$ cat src/rtl/riscv_dmem_arbiter_pkg.sv
// Shared types and constants for the two-master data-memory arbiter.
// Holds the arbiter state encoding, master indices and the byte-select helper.
package riscv_dmem_arbiter_pkg;

  localparam int unsigned XLEN          = 32;
  localparam int unsigned DMEM_ADDR_BIT = 14;

  typedef enum logic [1:0] {
    ARB_IDLE    = 2'd0,
    ARB_LOCK_M0 = 2'd1,
    ARB_LOCK_M1 = 2'd2
  } arb_state_e;

  localparam logic MST_M0 = 1'b0;
  localparam logic MST_M1 = 1'b1;

  // Reads always fetch the full word; writes honour the master's enables.
  function automatic logic [3:0] mem_byte_sel(input logic we, input logic [3:0] byte_sel);
    logic [3:0] sel;
    if (we) begin
      sel = byte_sel;
    end else begin
      sel = 4'hF;
    end
    return sel;
  endfunction

endpackage

$ cat src/rtl/riscv_dmem_arbiter_sel.sv
// Pure two-way winner select: honours lock ownership, otherwise resolves a
// tie towards M1 only when the policy input says so.
module riscv_arb_sel
  import riscv_dmem_arbiter_pkg::*;
(
  input  logic       i_m0_req,
  input  logic       i_m1_req,
  input  arb_state_e i_state,
  input  logic       i_prefer_m1,
  output logic       o_sel_m0,
  output logic       o_sel_m1
);

  // Winner decode from state and requests.
  always_comb begin
    o_sel_m0 = 1'b0;
    o_sel_m1 = 1'b0;
    case (i_state)
      ARB_IDLE: begin
        if (i_m0_req && i_m1_req) begin
          o_sel_m0 = ~i_prefer_m1;
          o_sel_m1 = i_prefer_m1;
        end else begin
          o_sel_m0 = i_m0_req;
          o_sel_m1 = i_m1_req;
        end
      end
      ARB_LOCK_M0: begin
        o_sel_m0 = i_m0_req;
        o_sel_m1 = 1'b0;
      end
      ARB_LOCK_M1: begin
        o_sel_m0 = 1'b0;
        o_sel_m1 = i_m1_req;
      end
      default: begin
        o_sel_m0 = 1'b0;
        o_sel_m1 = 1'b0;
      end
    endcase
  end

endmodule

$ cat src/rtl/riscv_dmem_arbiter.sv
// Shares the single-port dmem between the CPU port (M0) and an external master (M1).
// Define RISCV_DMEM_ARB_RR_EN for round-robin; default is fixed priority with M1 starvation guard.
module riscv_dmem_arbiter
  import riscv_dmem_arbiter_pkg::*;
#(
  parameter int unsigned STARVE_MAX = 4
) (
  input  logic            i_clk,
  input  logic            i_rst,
  input  logic            i_m0_req,
  input  logic            i_m0_we,
  input  logic            i_m0_lock,
  input  logic [XLEN-1:0] i_m0_addr,
  input  logic [3:0]      i_m0_byte_sel,
  input  logic [XLEN-1:0] i_m0_wr_data,
  input  logic            i_m1_req,
  input  logic            i_m1_we,
  input  logic            i_m1_lock,
  input  logic [XLEN-1:0] i_m1_addr,
  input  logic [3:0]      i_m1_byte_sel,
  input  logic [XLEN-1:0] i_m1_wr_data,
  output logic            o_m0_gnt,
  output logic            o_m1_gnt,
  output logic            o_m0_rvalid,
  output logic            o_m1_rvalid,
  output logic [XLEN-1:0] o_m0_rd_data,
  output logic [XLEN-1:0] o_m1_rd_data,
  output logic [XLEN-1:0] o_mem_addr,
  output logic            o_mem_wr_en,
  output logic [3:0]      o_mem_byte_sel,
  output logic [XLEN-1:0] o_mem_wr_data,
  input  logic [XLEN-1:0] i_mem_rd_data
);

  arb_state_e      r_state;
  logic            w_sel_m0;
  logic            w_sel_m1;
  logic            w_gnt_m0;
  logic            w_gnt_m1;
  logic            w_prefer_m1;
  logic            r_m0_rvalid;
  logic            r_m1_rvalid;
  logic [XLEN-1:0] r_m0_rd_data;
  logic [XLEN-1:0] r_m1_rd_data;

`ifdef RISCV_DMEM_ARB_RR_EN
  logic r_rr_ptr;

  assign w_prefer_m1 = (r_rr_ptr == MST_M1);

  // Pointer names the master that wins the next IDLE tie.
  always_ff @(posedge i_clk) begin
    if (i_rst) begin
      r_rr_ptr <= MST_M0;
    end else if ((r_state == ARB_IDLE) && (w_gnt_m0 || w_gnt_m1)) begin
      r_rr_ptr <= w_gnt_m0 ? MST_M1 : MST_M0;
    end else begin
      r_rr_ptr <= r_rr_ptr;
    end
  end
`else
  localparam logic [3:0] STARVE_LIM = 4'(STARVE_MAX);
  logic [3:0] r_starve;

  assign w_prefer_m1 = (r_starve == STARVE_LIM);

  // Counts consecutive IDLE denials of M1; held (not bumped) while M0 owns a lock.
  always_ff @(posedge i_clk) begin
    if (i_rst) begin
      r_starve <= 4'd0;
    end else if (!i_m1_req || w_gnt_m1) begin
      r_starve <= 4'd0;
    end else if ((r_state == ARB_IDLE) && (r_starve != STARVE_LIM)) begin
      r_starve <= r_starve + 4'd1;
    end else begin
      r_starve <= r_starve;
    end
  end
`endif

  riscv_arb_sel u_sel (
    .i_m0_req    (i_m0_req),
    .i_m1_req    (i_m1_req),
    .i_state     (r_state),
    .i_prefer_m1 (w_prefer_m1),
    .o_sel_m0    (w_sel_m0),
    .o_sel_m1    (w_sel_m1)
  );

  assign w_gnt_m0 = w_sel_m0 & ~i_rst;
  assign w_gnt_m1 = w_sel_m1 & ~i_rst;
  assign o_m0_gnt = w_gnt_m0;
  assign o_m1_gnt = w_gnt_m1;

  // Memory-side mux; everything idles at zero when nobody is granted.
  always_comb begin
    o_mem_addr     = {XLEN{1'b0}};
    o_mem_wr_en    = 1'b0;
    o_mem_byte_sel = 4'h0;
    o_mem_wr_data  = {XLEN{1'b0}};
    if (w_gnt_m0) begin
      o_mem_addr     = i_m0_addr;
      o_mem_wr_en    = i_m0_we;
      o_mem_byte_sel = mem_byte_sel(i_m0_we, i_m0_byte_sel);
      o_mem_wr_data  = i_m0_wr_data;
    end else if (w_gnt_m1) begin
      o_mem_addr     = i_m1_addr;
      o_mem_wr_en    = i_m1_we;
      o_mem_byte_sel = mem_byte_sel(i_m1_we, i_m1_byte_sel);
      o_mem_wr_data  = i_m1_wr_data;
    end else begin
      o_mem_addr     = {XLEN{1'b0}};
      o_mem_wr_en    = 1'b0;
      o_mem_byte_sel = 4'h0;
      o_mem_wr_data  = {XLEN{1'b0}};
    end
  end

  // Ownership: a locked grant keeps the bus; unlocked grant or dropped req releases it.
  always_ff @(posedge i_clk) begin
    if (i_rst) begin
      r_state <= ARB_IDLE;
    end else begin
      case (r_state)
        ARB_IDLE: begin
          if (w_gnt_m0 && i_m0_lock) begin
            r_state <= ARB_LOCK_M0;
          end else if (w_gnt_m1 && i_m1_lock) begin
            r_state <= ARB_LOCK_M1;
          end else begin
            r_state <= ARB_IDLE;
          end
        end
        ARB_LOCK_M0: begin
          if (!i_m0_req || !i_m0_lock) begin
            r_state <= ARB_IDLE;
          end else begin
            r_state <= ARB_LOCK_M0;
          end
        end
        ARB_LOCK_M1: begin
          if (!i_m1_req || !i_m1_lock) begin
            r_state <= ARB_IDLE;
          end else begin
            r_state <= ARB_LOCK_M1;
          end
        end
        default: begin
          r_state <= ARB_IDLE;
        end
      endcase
    end
  end

  // Read return: one-cycle rvalid pulse, data held until that master's next read.
  always_ff @(posedge i_clk) begin
    if (i_rst) begin
      r_m0_rvalid  <= 1'b0;
      r_m1_rvalid  <= 1'b0;
      r_m0_rd_data <= {XLEN{1'b0}};
      r_m1_rd_data <= {XLEN{1'b0}};
    end else begin
      r_m0_rvalid <= w_gnt_m0 & ~i_m0_we;
      r_m1_rvalid <= w_gnt_m1 & ~i_m1_we;
      if (w_gnt_m0 && !i_m0_we) begin
        r_m0_rd_data <= i_mem_rd_data;
      end else begin
        r_m0_rd_data <= r_m0_rd_data;
      end
      if (w_gnt_m1 && !i_m1_we) begin
        r_m1_rd_data <= i_mem_rd_data;
      end else begin
        r_m1_rd_data <= r_m1_rd_data;
      end
    end
  end

  assign o_m0_rvalid  = r_m0_rvalid;
  assign o_m1_rvalid  = r_m1_rvalid;
  assign o_m0_rd_data = r_m0_rd_data;
  assign o_m1_rd_data = r_m1_rd_data;

endmodule

$ cat config.mk
export PLATFORM = sky130hd
export DESIGN_NAME = riscv_dmem_arbiter
export DESIGN_NICKNAME = d
export VERILOG_FILES = /design/src/rtl/riscv_dmem_arbiter_pkg.sv /design/src/rtl/riscv_dmem_arbiter_sel.sv /design/src/rtl/riscv_dmem_arbiter.sv
export SDC_FILE = /design/constraint.sdc
export NUM_CORES = 1
export LEC_CHECK = 0
export BUFFER_PORTS_ARGS = -buffer_cell sky130_fd_sc_hd__buf_2
export CAP_MARGIN = 10
export CORE_AREA = 2 2 121 123
export DETAILED_ROUTE_END_ITERATION = 8
export DIE_AREA = 0 0 123 125
export PLACE_DENSITY = 0.69
export SYNTH_ARGS = -nofsm -noshare
export SYNTH_HDL_FRONTEND = slang
export SYNTH_SLANG_ARGS = --single-unit
$ cat constraint.sdc
create_clock -name i_clk -period 1.85 [get_ports i_clk]
set_input_delay 0.4625 -clock i_clk [delete_from_list [all_inputs] [get_ports i_clk]]
set_output_delay 0.4625 -clock i_clk [all_outputs]
set_load 0.02 [all_outputs]
==> summary.txt, run 1 <==
Global route
  – Gr ovfl total: 0
  – Gr usage total: 0.2479
  – Vias in the first global route: 5577
  – Largest net degree at the start of global routing: 54
  – Initial antenna violation count: 3
  – First-pass GRT wire length: 29890 um

Synthesis
  – Mean Syn Cell Area: 8.390 um2
  – Sequential share of the synthesized area: 0.3107
  – Multiplexer share of the synthesized area: 0.1381
  – Post-synthesis register bit count: 72
  – Synthesized Nets: 731
  – Synth Warn #: 0
  – Synth top area cells: dfxtp_1 31%, o211ai_1 21%, mux2i_1 14%, nand2b_1 13%, a21oi_1 7.7%
  – Largest family of logic cells by synthesized area: compound AO/OA/AOI/OAI gates
  – Synth top area share: 0.3107
  – Netlist Area Pre-Place: 0.004639 mm2
  – Post-Synth Simple-Gate Area: 0.1570
  – Xor/xnor share of the synthesized area: 0
  – Synth Area in Adders: 0.005394
  – Leading area contributor after synthesis: dfxtp_1
  – Compound-cell area share of the yosys netlist: 0.3209
  – Distinct cell type count after synthesis: 26
  – Cell count after synthesis: 553

Clock network
  – H-Tree Depth: 3
  – Worst-path clk slew: 0.06 ns
  – CTS Sinks: 72
  – CTS tree: yes
  – Total CTS buffers: 9
  – Root buf cell: clkbuf_16
  – Clock buffer depth: 2
  – # hold bufs at CTS: 0
  – Clk Latency, worst-skew pair: 0.33 ns

Worst setup path
  – Data arrival, critical path: 1.89 ns
  – Reg2reg path depth: 12
  – Worst flop-to-flop path startpoint: r_starve[0]
  – Crit Path Max Fanout: 8
  – RR Endpoint: o_m1_rd_data[21]
  – Worst setup startpoint: r_starve[0]
  – Kind of critical path: reg -> out
  – Crit path launch type: flop
  – Family with the most delay on the worst path: buffers and inverters
  – CP cell instances: inv_2 > ha_4 > and3b_2 > buf_6 > buf_16 > o211ai_1 > a21oi_2 > buf_2
  – Worst reg2reg setup slack: -0.35 ns
  – CP max-delay cell: dfxtp_2
  – Crit path depth: 8
  – Required @ worst endpoint: 1.39 ns
  – Bufs and invs on worst path: 4
  – CP Capture Type: primary output
  – Worst setup path end: o_mem_wr_data[6]
  – Max stage delay on crit path: 0.34 ns

Floorplan
  – Die Span Y: 125 um
  – Die area: 0.01538 mm2
  – CORE AREA: 0.01420 mm2
  – Die Wd: 123 um
  – Row cnt: 44
  – I/O pin cnt: 313
  – Initial core utilization: 0.3266

Cells and area
  – Layout cells sized above 1: 0.5647
  – Fin nets: 1069
  – Fin area: 0.008205 mm2
  – Fill cells: 1283
  – Layout area overhead: 76.86%
  – Non-filler cells, final: 1083

Placed design
  – Buffers on Ports: 312
  – DP HPWL: 14450 um
  – Placed insts: 1040
  – Placer Congestion: 0.8811
  – DP Area: 0.007148 mm2

Timing
  – Rel. slew slack: 0.7462
  – Unrepaired setup endpoints after global routing: yes
  – Final hold vios: 0
  – Final Critical Period: 2.357 ns
  – Peak Freq: 424.4 MHz
  – Post-route setup slack: -0.5065 ns
  – Fin crit share: 1.274
  – Final setup vio count: 124
  – Slew Limit Fails: 0
  – Slew @ Worst Pin: 0.3807 ns
  – Skew final: 0.007697 ns

Job
  – Max cap viols: 0

Power
  – Leak Pwr: 3.649 nW
  – Seq pwr share: 0.340
  – Clk pwr share: 0.364
  – Pwr per Cell Area: 591.8 mW/mm2
  – Int Pwr: 0.003335 W
  – Switching fraction of total power: 0.3132
  – Logic pwr share: 0.296
  – Sw Pwr: 0.001521 W
  – Peak VDD IR: 0.0004831 V

Run status
  – Failing checks: negative setup slack
  – Status: finished, violations left

Route
  – DRC Markers: 0
  – Final wirelength: 20390 um
  – Drt wl/cell: 18.83 um
  – First DRT Iteration DRCs: 227
  – Vias after detailed routing: 5765
  – Drt first pass iters: 5
  – Via-to-Cell Ratio: 5.323
  – Post-route ant nets: 0

Hold path
  – Min-delay worst type: in -> reg
repair_timing:
action,4_1_cts,5_1_grt
gates cloned,9,3
setup buffers,14,4
pin swaps,92,59
endpoints found under the setup margin,114,132
gates resized for setup,102,26
routing by layer:
layer | track usage | wire length [um] | up-vias | part of all wire
met5 | 0 | 0 | - | 0
met3 | 0.06752 | 1907 | 53 | 0.094
met2 | 0.4283 | 9904 | 302 | 0.49
met4 | 0.1176 | 779 | 0 | 0.038
li1 | - | - | 2751 | -
met1 | 0.2789 | 7796 | 2659 | 0.38
power by group through the flow:
stage / sequential (W) / combinational (W) / clock, W
after global routing: 0.00166 / 0.00153 / 0.00189
after CTS: 0.00165 / 0.00139 / 0.00182
final: 0.00165 / 0.00144 / 0.00177
after floorplan: 0.00176 / 0.000656 / 0
after detailed placement: 0.00168 / 0.00130 / 0
after global placement: 0.00168 / 0.00129 / 0
cells in the final DEF, fill, tap and decap left out, types with 3 or more instances in the layout:
cell type,netlist,final
o211ai_1,132,132
a21oi_1,71,5
o21ai_0,5,3
inv_6,0,3
buf_6,0,37
buf_4,2,75
o221ai_2,0,5
buf_8,0,3
mux2i_1,64,64
buf_2,15,257
buf_16,0,7
nand3_1,3,3
a21oi_2,0,66
diode_2,0,3
dfxtp_1,72,70
nand2b_1,99,97
buf_12,0,17
clkbuf_16,0,13
synthesized netlist by cell type:
master    instances
o21ai_0           5
nand3b_1          1
dfxtp_1          72
o211ai_1        132
nor4_1            1
inv_1             4
clkbuf_1         45
a21oi_1          71
or2_2             1
and4_1            1
buf_4             2
nor3_1            2
nor3b_1           2
ha_1              2
o221ai_1          8
a211oi_2          2
nand2b_1         99
mux2i_1          64
nor2b_1           2
nor2_1            3
or4_1             1
buf_2            15
buf_1            11
a211oi_1          3
and3b_1           1
nand3_1           3
how the worst min path moves through the flow:
stage	from	end	slack [ns]	cells after the start
after CTS	i_m0_lock	r_state[0]	0.39	2
after global routing	i_m0_lock	r_state[0]	0.40	2
final	i_m0_lock	r_state[0]	0.40	2
after global placement	o_m1_rd_data[22]	o_m1_rd_data[22]	0.46	2
after detailed placement	o_m0_rd_data[24]	o_m0_rd_data[24]	0.46	2
after floorplan	r_starve[0]	r_starve[0]	0.48	2
state kept, by name (all words and copies together), names as in the netlist:
signal        cells
o_m1_rvalid       1
o_m0_rvalid       1
r_state           2
r_starve          4
o_m0_rd_data     32
o_m1_rd_data     32
cell families after synthesis:
logic type | count (synthesis)
AO/OA/AOI/OAI | 221
adder cells (fa/ha/maj) | 2
buffers and inverters | 77
flip-flops | 72
multiplexers | 64
AND/OR/NAND/NOR | 117
area by class of cell:
class                           count  area [um2]  share of cell area
Tap cell                          184       230.2             0.02806
Antenna cell                        3       7.507           0.0009149
Multi-Input combinational cell    404        3262              0.3975
Clock buffer                        9       225.2             0.02745
Sequential cell                    72        1444              0.1760
Timing Repair Buffer              400        2944              0.3588
Inverter                            4       15.01            0.001830
Clock inverter                      7       77.57            0.009454
stage by stage:
| stage | TNS (ns) | hold WS [ns] | utilization | worst slack (ns) | total power [W] |
|---|---|---|---|---|---|
| floorplan | -0.8751 | 0.4771 | - | -0.05830 | 0.002418 |
| global placement | -10.05 | 0.4567 | 0.5033 | -0.1802 | 0.002973 |
| detailed placement | -13.16 | 0.4576 | 0.5033 | -0.2042 | 0.002981 |
| CTS | -44.32 | 0.3867 | 0.5697 | -0.5240 | 0.004865 |
| global route | -55.14 | 0.4030 | 0.5777 | -0.5791 | 0.005070 |
| finish | -44.08 | 0.3987 | 0.5777 | -0.5065 | 0.004856 |
Note: power is estimated with default switching activity, not from simulation.
==> inputs of run 2 (changes only) <==
Settings changed: REMOVE_ABC_BUFFERS from default to 1.
==> run 2 against run 1 <==
The run still ends with negative setup slack left. Flip-flop and latch count unchanged. Power down 5.7%. Combinational power down 6%. Global-route usage down 1.4 points. Clock skew down 0.0030 ns. Final area down 5.6%. Sequential share of layout area up 1.0 points. Largest power group is now registers.
==> summary.txt, run 2 (synthesis results as in run 1) <==
Clock network
  – CTS tree: yes
  – Clock buffer depth: 2 (unchanged)
  – Worst-path clk slew: 0.06 ns (about the same)
  – Root buf cell: clkbuf_16
  – Clk Latency, worst-skew pair: 0.32 ns (about the same)
  – H-Tree Depth: 3 (unchanged)
  – CTS Sinks: 72 (unchanged)
  – Total CTS buffers: 9 (unchanged)
  – # hold bufs at CTS: 0 (unchanged)

Floorplan
  – Initial core utilization: 0.3266 (unchanged)
  – Row cnt: 44 (unchanged)
  – I/O pin cnt: 313 (unchanged)
  – Die Wd: 123 um (unchanged)
  – CORE AREA: 0.01420 mm2 (unchanged)
  – Die area: 0.01538 mm2 (unchanged)
  – Die Span Y: 125 um (unchanged)

Timing
  – Slew @ Worst Pin: 0.2908 ns (-0.08991 ns)
  – Unrepaired setup endpoints after global routing: yes
  – Final hold vios: 0 (unchanged)
  – Final Critical Period: 2.361 ns (+0.004234 ns)
  – Peak Freq: 423.6 MHz (-0.18%)
  – Post-route setup slack: -0.5108 ns (-0.004234 ns)
  – Hold slack: 0.3959 ns (-0.002723 ns)
  – Final setup vio count: 133 (+7.3%)
  – Skew final: 0.004744 ns (-0.002953 ns)
  – Fin crit share: 1.276 (+0.002289)
  – Rel. slew slack: 0.8062 (+0.05994)
  – Slew Limit Fails: 0 (unchanged)

Worst setup path
  – Worst flop-to-flop path startpoint: r_starve[0]
  – Worst setup startpoint: r_starve[0]
  – Kind of critical path: reg -> out
  – Crit Path Max Fanout: 8 (unchanged)
  – CP Capture Type: primary output
  – Crit path launch type: flop
  – Required @ worst endpoint: 1.39 ns (about the same)
  – Data arrival, critical path: 1.90 ns (about the same)

Route
  – Drt first pass iters: 6 (+1)
  – Final wirelength: 19720 um (-3.3%)
  – DRC Markers: 0 (unchanged)
  – First DRT Iteration DRCs: 561 (+150%)
  – Post-route ant nets: 0 (unchanged)
  – Drt wl/cell: 18.61 um (-1.2%)
  – Via-to-Cell Ratio: 5.387 (+1.2%)
  – Vias after detailed routing: 5710 (-0.95%)

Cells and area
  – Antenna cells: 0 (-3)
  – Final design utilization: 0.5454 (-0.03233)
  – Commonest non-fill, non-tap cell in the layout: buf_2
  – Layout cells sized above 1: 0.4874 (-0.07729)
  – Most frequent cells in the layout: 246 x buf_2, 132 x o211ai_1, 97 x nand2b_1
  – Layout area overhead: 66.96%
  – Fin nets: 1050 (-1.8%)

Placed design
  – Worst slack, placed: -0.2263 ns (-0.02216 ns)
  – Placer Congestion: 0.8894 (+0.94%)
  – DP HPWL: 13160 um (-8.9%)
  – Buffers on Ports: 312 (unchanged)

Power
  – Pwr per Cell Area: 591.3 mW/mm2 (about the same)
  – Leak Pwr: 3.526 nW (-3.4%)
  – Final Power: 0.004580 W (-5.7%)
  – Peak VDD IR: 0.0005683 V (+18%)

Global route
  – Vias in the first global route: 5397 (-3.2%)
  – First-pass GRT wire length: 28900 um (-3.3%)
  – Largest net degree at the start of global routing: 63 (+17%)
  – Initial antenna violation count: 1 (-2)
  – Gr ovfl total: 0 (unchanged)
  – Gr usage total: 0.2344 (-0.01353)

Run status
  – Failing checks: negative setup slack
  – Status: finished, violations left

Hold path
  – Min-delay worst type: in -> reg
  – Hold_sp: i_m0_lock

Job
  – Max cap viols: 0 (unchanged)
run 2: cell types whose count changed in the layout (fill, tap and decap cells not counted), sizes merged:
cell / previous run / this run
inv: 7 / 4
clkbuf: 13 / 16
bufinv: 1 / 0
diode: 3 / 0
buf: 396 / 377
run 2: area by class of cell:
type	instances	area, um2
repair buffers	381	2746
flip-flops and latches	72	1444
clock buffers	12	256.5
inverters	4	15.01
multi-input cells	404	3037
well taps	184	230.2
clock inverters	3	17.52
fillers	1315	6457
run 2: power breakdown:
part           switching, W  total, W  internal, W
logic              0.000734   0.00135     0.000613
registers         0.0000355   0.00165      0.00162
clock network      0.000612   0.00158     0.000968
total               0.00138   0.00458      0.00320
run 2: path summary, 6_finish.rpt:
| kind | endpoint | slack, ns | depth (start not counted) |
|---|---|---|---|
| worst max register to register | o_m0_rd_data[24] | -0.33 | 11 |
| worst max-delay path | o_mem_addr[20] | -0.51 | 8 |
| worst min-delay path | r_state[0] | 0.40 | 2 |
| worst min register to register | o_m1_rd_data[0] | 0.47 | 2 |
run 2: critical path, cell delays in order, from the launching register on:
cell      delay [ns]
dfxtp_2         0.34
inv_2           0.05
ha_4            0.15
and3b_2         0.27
buf_12          0.16
buf_16          0.14
o211ai_1        0.18
a21oi_1         0.11
buf_4           0.17
run 2: layer usage:
metal / up-vias / GRT usage / routed length, um
li1: 2703 / - / -
met1: 2625 / 0.2964 / 7959
met2: 334 / 0.3832 / 9191
met3: 48 / 0.06159 / 2045
met4: 0 / 0.08155 / 527
met5: - / 0 / 0
run 2: stage by stage:
step | instances | instance area (um2) | setup TNS (ns)
floorplan | 480 | 4339 | -342.03
global placement | 1016 | 6668 | -7.487
CTS | 1051 | 7510 | -40.18
detailed placement | 1016 | 6668 | -8.306
global route | 1060 | 7746 | -52.88
finish | 1060 | 7746 | -42.43
run 2: timing repair:
action                     CTS  global route
pin swaps                   38            28
gates resized for setup     93            35
setup buffers               12             5
gates cloned                 8             5
setup endpoints to repair   91           139
==> inputs of run 3 (changes only) <==
Settings changed: SKIP_LAST_GASP from default to 1.
==> run 3 against run 2 <==
The run still ends with negative setup slack left. First-iteration DRC count shrank 7.5%. Combinational power is essentially flat. Critical path depth is the same. Via count shrank 0.54%. Fmax grew 0.91%. Die area is the same. Sequential power is essentially flat. Core utilization shrank 0.43 points. Largest power group unchanged.
==> summary.txt, run 3 (synthesis results as in run 1) <==
Timing
  – Setup TNS: -40.13 ns (+2.297 ns)
  – Post-route setup slack: -0.4894 ns (+0.02140 ns)
  – Fin crit share: 1.265 (-0.01157)
  – Skew final: 0.004672 ns (-0.00007149 ns)
  – Rel. slew slack: 0.8102 (+0.004021)
  – Final setup vio count: 117 (-12%)
  – Unrepaired setup endpoints after global routing: yes
  – Slew @ Worst Pin: 0.2847 ns (-0.006033 ns)
  – Final hold vios: 0 (unchanged)
  – Slew Limit Fails: 0 (unchanged)
  – Final Critical Period: 2.339 ns (-0.02140 ns)
  – Peak Freq: 427.5 MHz (+0.91%)

Global route
  – Initial antenna violation count: 1 (unchanged)
  – Gr ovfl total: 0 (unchanged)
  – Largest net degree at the start of global routing: 63 (unchanged)
  – Vias in the first global route: 5378 (-0.35%)
  – Gr usage total: 0.2332 (-0.001223)
  – First-pass GRT wire length: 28760 um (-0.50%)

Cells and area
  – Antenna cells: 0 (unchanged)
  – Layout cells sized above 1: 0.4834 (-0.004014)
  – Commonest non-fill, non-tap cell in the layout: buf_2
  – Most frequent cells in the layout: 253 x buf_2, 132 x o211ai_1, 97 x nand2b_1
  – Non-filler cells, final: 1059 (-0.094%)
  – Layout area overhead: 65.64%
  – Fin nets: 1049 (-0.095%)
  – Fill cells: 1327 (+0.91%)

Clock network
  – CTS Sinks: 72 (unchanged)
  – CTS tree: yes
  – H-Tree Depth: 3 (unchanged)
  – Worst-path clk slew: 0.06 ns (about the same)
  – Clk Latency, worst-skew pair: 0.32 ns (about the same)
  – Total CTS buffers: 9 (unchanged)
  – Root buf cell: clkbuf_16
  – Clock buffer depth: 2 (unchanged)

Worst setup path
  – Crit path depth: 8 (unchanged)
  – Reg2reg path depth: 11 (unchanged)
  – RR Endpoint: o_m0_rd_data[24]
  – Crit path launch type: flop
  – Kind of critical path: reg -> out
  – Worst flop-to-flop path startpoint: r_starve[0]
  – Worst setup startpoint: r_starve[0]
  – Family with the most delay on the worst path: buffers and inverters
  – Max stage delay on crit path: 0.32 ns (-0.02 ns)
  – Bufs and invs on worst path: 4 (unchanged)
  – Worst reg2reg setup slack: -0.30 ns (+0.03 ns)
  – CP Capture Type: primary output
  – Required @ worst endpoint: 1.39 ns (about the same)
  – Data arrival, critical path: 1.88 ns (-0.02 ns)
  – CP cell instances: inv_2 > ha_4 > and3b_4 > buf_12 > buf_16 > o211ai_1 > a21oi_1 > buf_4
  – Crit Path Max Fanout: 8 (unchanged)
  – CP max-delay cell: dfxtp_2
  – Worst setup path end: o_mem_addr[20]

Route
  – First DRT Iteration DRCs: 519 (-7.5%)
  – Drt first pass iters: 5 (-1)
  – Vias after detailed routing: 5679 (-0.54%)
  – DRC Markers: 0 (unchanged)
  – Drt wl/cell: 18.56 um (-0.24%)
  – Post-route ant nets: 0 (unchanged)
  – Via-to-Cell Ratio: 5.363 (-0.45%)
  – Final wirelength: 19660 um (-0.33%)

Run status
  – Failing checks: negative setup slack
  – Status: finished, violations left

Power
  – Peak VDD IR: 0.0005708 V (+0.44%)
  – Pwr per Cell Area: 593.5 mW/mm2 (+0.38%)
  – Leak Pwr: 3.501 nW (-0.69%)

Floorplan
  – I/O pin cnt: 313 (unchanged)
  – Initial core utilization: 0.3266 (unchanged)
  – Die Wd: 123 um (unchanged)
  – Row cnt: 44 (unchanged)
  – Die area: 0.01538 mm2 (unchanged)
  – CORE AREA: 0.01420 mm2 (unchanged)
  – Die Span Y: 125 um (unchanged)

Job
  – Max cap viols: 0 (unchanged)

Placed design
  – DP HPWL: 13160 um (unchanged)
  – Placer Congestion: 0.8894 (unchanged)
  – Buffers on Ports: 312 (unchanged)
  – Placed insts: 1016 (unchanged)

Hold path
  – Min-delay worst type: in -> reg
run 3: cell types whose count changed in the layout (fill, tap and decap cells not counted), moves of 2 or more:
cell / before / now
buf_6: 15 / 11
buf_2: 246 / 253
o221ai_1: 4 / 6
o221ai_2: 4 / 2
buf_4: 89 / 85
run 3: metal layers:
metal  GRT usage  wire (um)
met5           0          0
met4     0.07286        382
met3     0.05931       2040
met2      0.3822       9304
met1      0.2987       7929
run 3: worst min path at each step:
stage | from | to | slack, ns | cells after the start
finish | i_m0_lock | r_state[0] | 0.40 | 2
global route | i_m0_lock | r_state[0] | 0.39 | 2
detailed placement | o_m1_rd_data[5] | o_m1_rd_data[5] | 0.46 | 2
global placement | o_m0_rd_data[20] | o_m0_rd_data[20] | 0.46 | 2
CTS | i_m0_lock | r_state[0] | 0.38 | 2
floorplan | r_starve[0] | r_starve[0] | 0.49 | 2
run 3: what timing repair did:
action	in CTS	in global routing
gates cloned	8	5
setup buffers	12	5
hold buffers	0	0
pin swaps	34	29
endpoints found under the setup margin	91	139
resized for setup	59	56
run 3: metrics by stage:
stage	power (W)	hold WS (ns)	area, um2	util	setup slack [ns]
after floorplan	0.002283	0.4893	4339	-	-3.024
after global placement	0.002882	0.4559	6668	0.4694	-0.2075
after detailed placement	0.002885	0.4583	6668	0.4694	-0.2263
after CTS	0.004546	0.3831	7418	0.5223	-0.5074
after global routing	0.004757	0.3893	7685	0.5411	-0.5573
final	0.004561	0.3959	7685	0.5411	-0.4894
run 3: report_power, final:
part           leakage [nW]  switching (W)  internal, W  total [W]
sequential            0.588      0.0000355      0.00162    0.00165
clock                 0.134       0.000614     0.000968    0.00158
combinational          2.78       0.000726     0.000599    0.00133
run 3: final cells by class:
class	count	area [um2]	area share
well taps	184	230.2	0.02996
inverters	4	15.01	0.001954
flip-flops and latches	72	1444	0.1879
clock inverters	3	17.52	0.002279
repair buffers	380	2699	0.3512
clock buffers	12	256.5	0.03338
multi-input cells	404	3023	0.3934
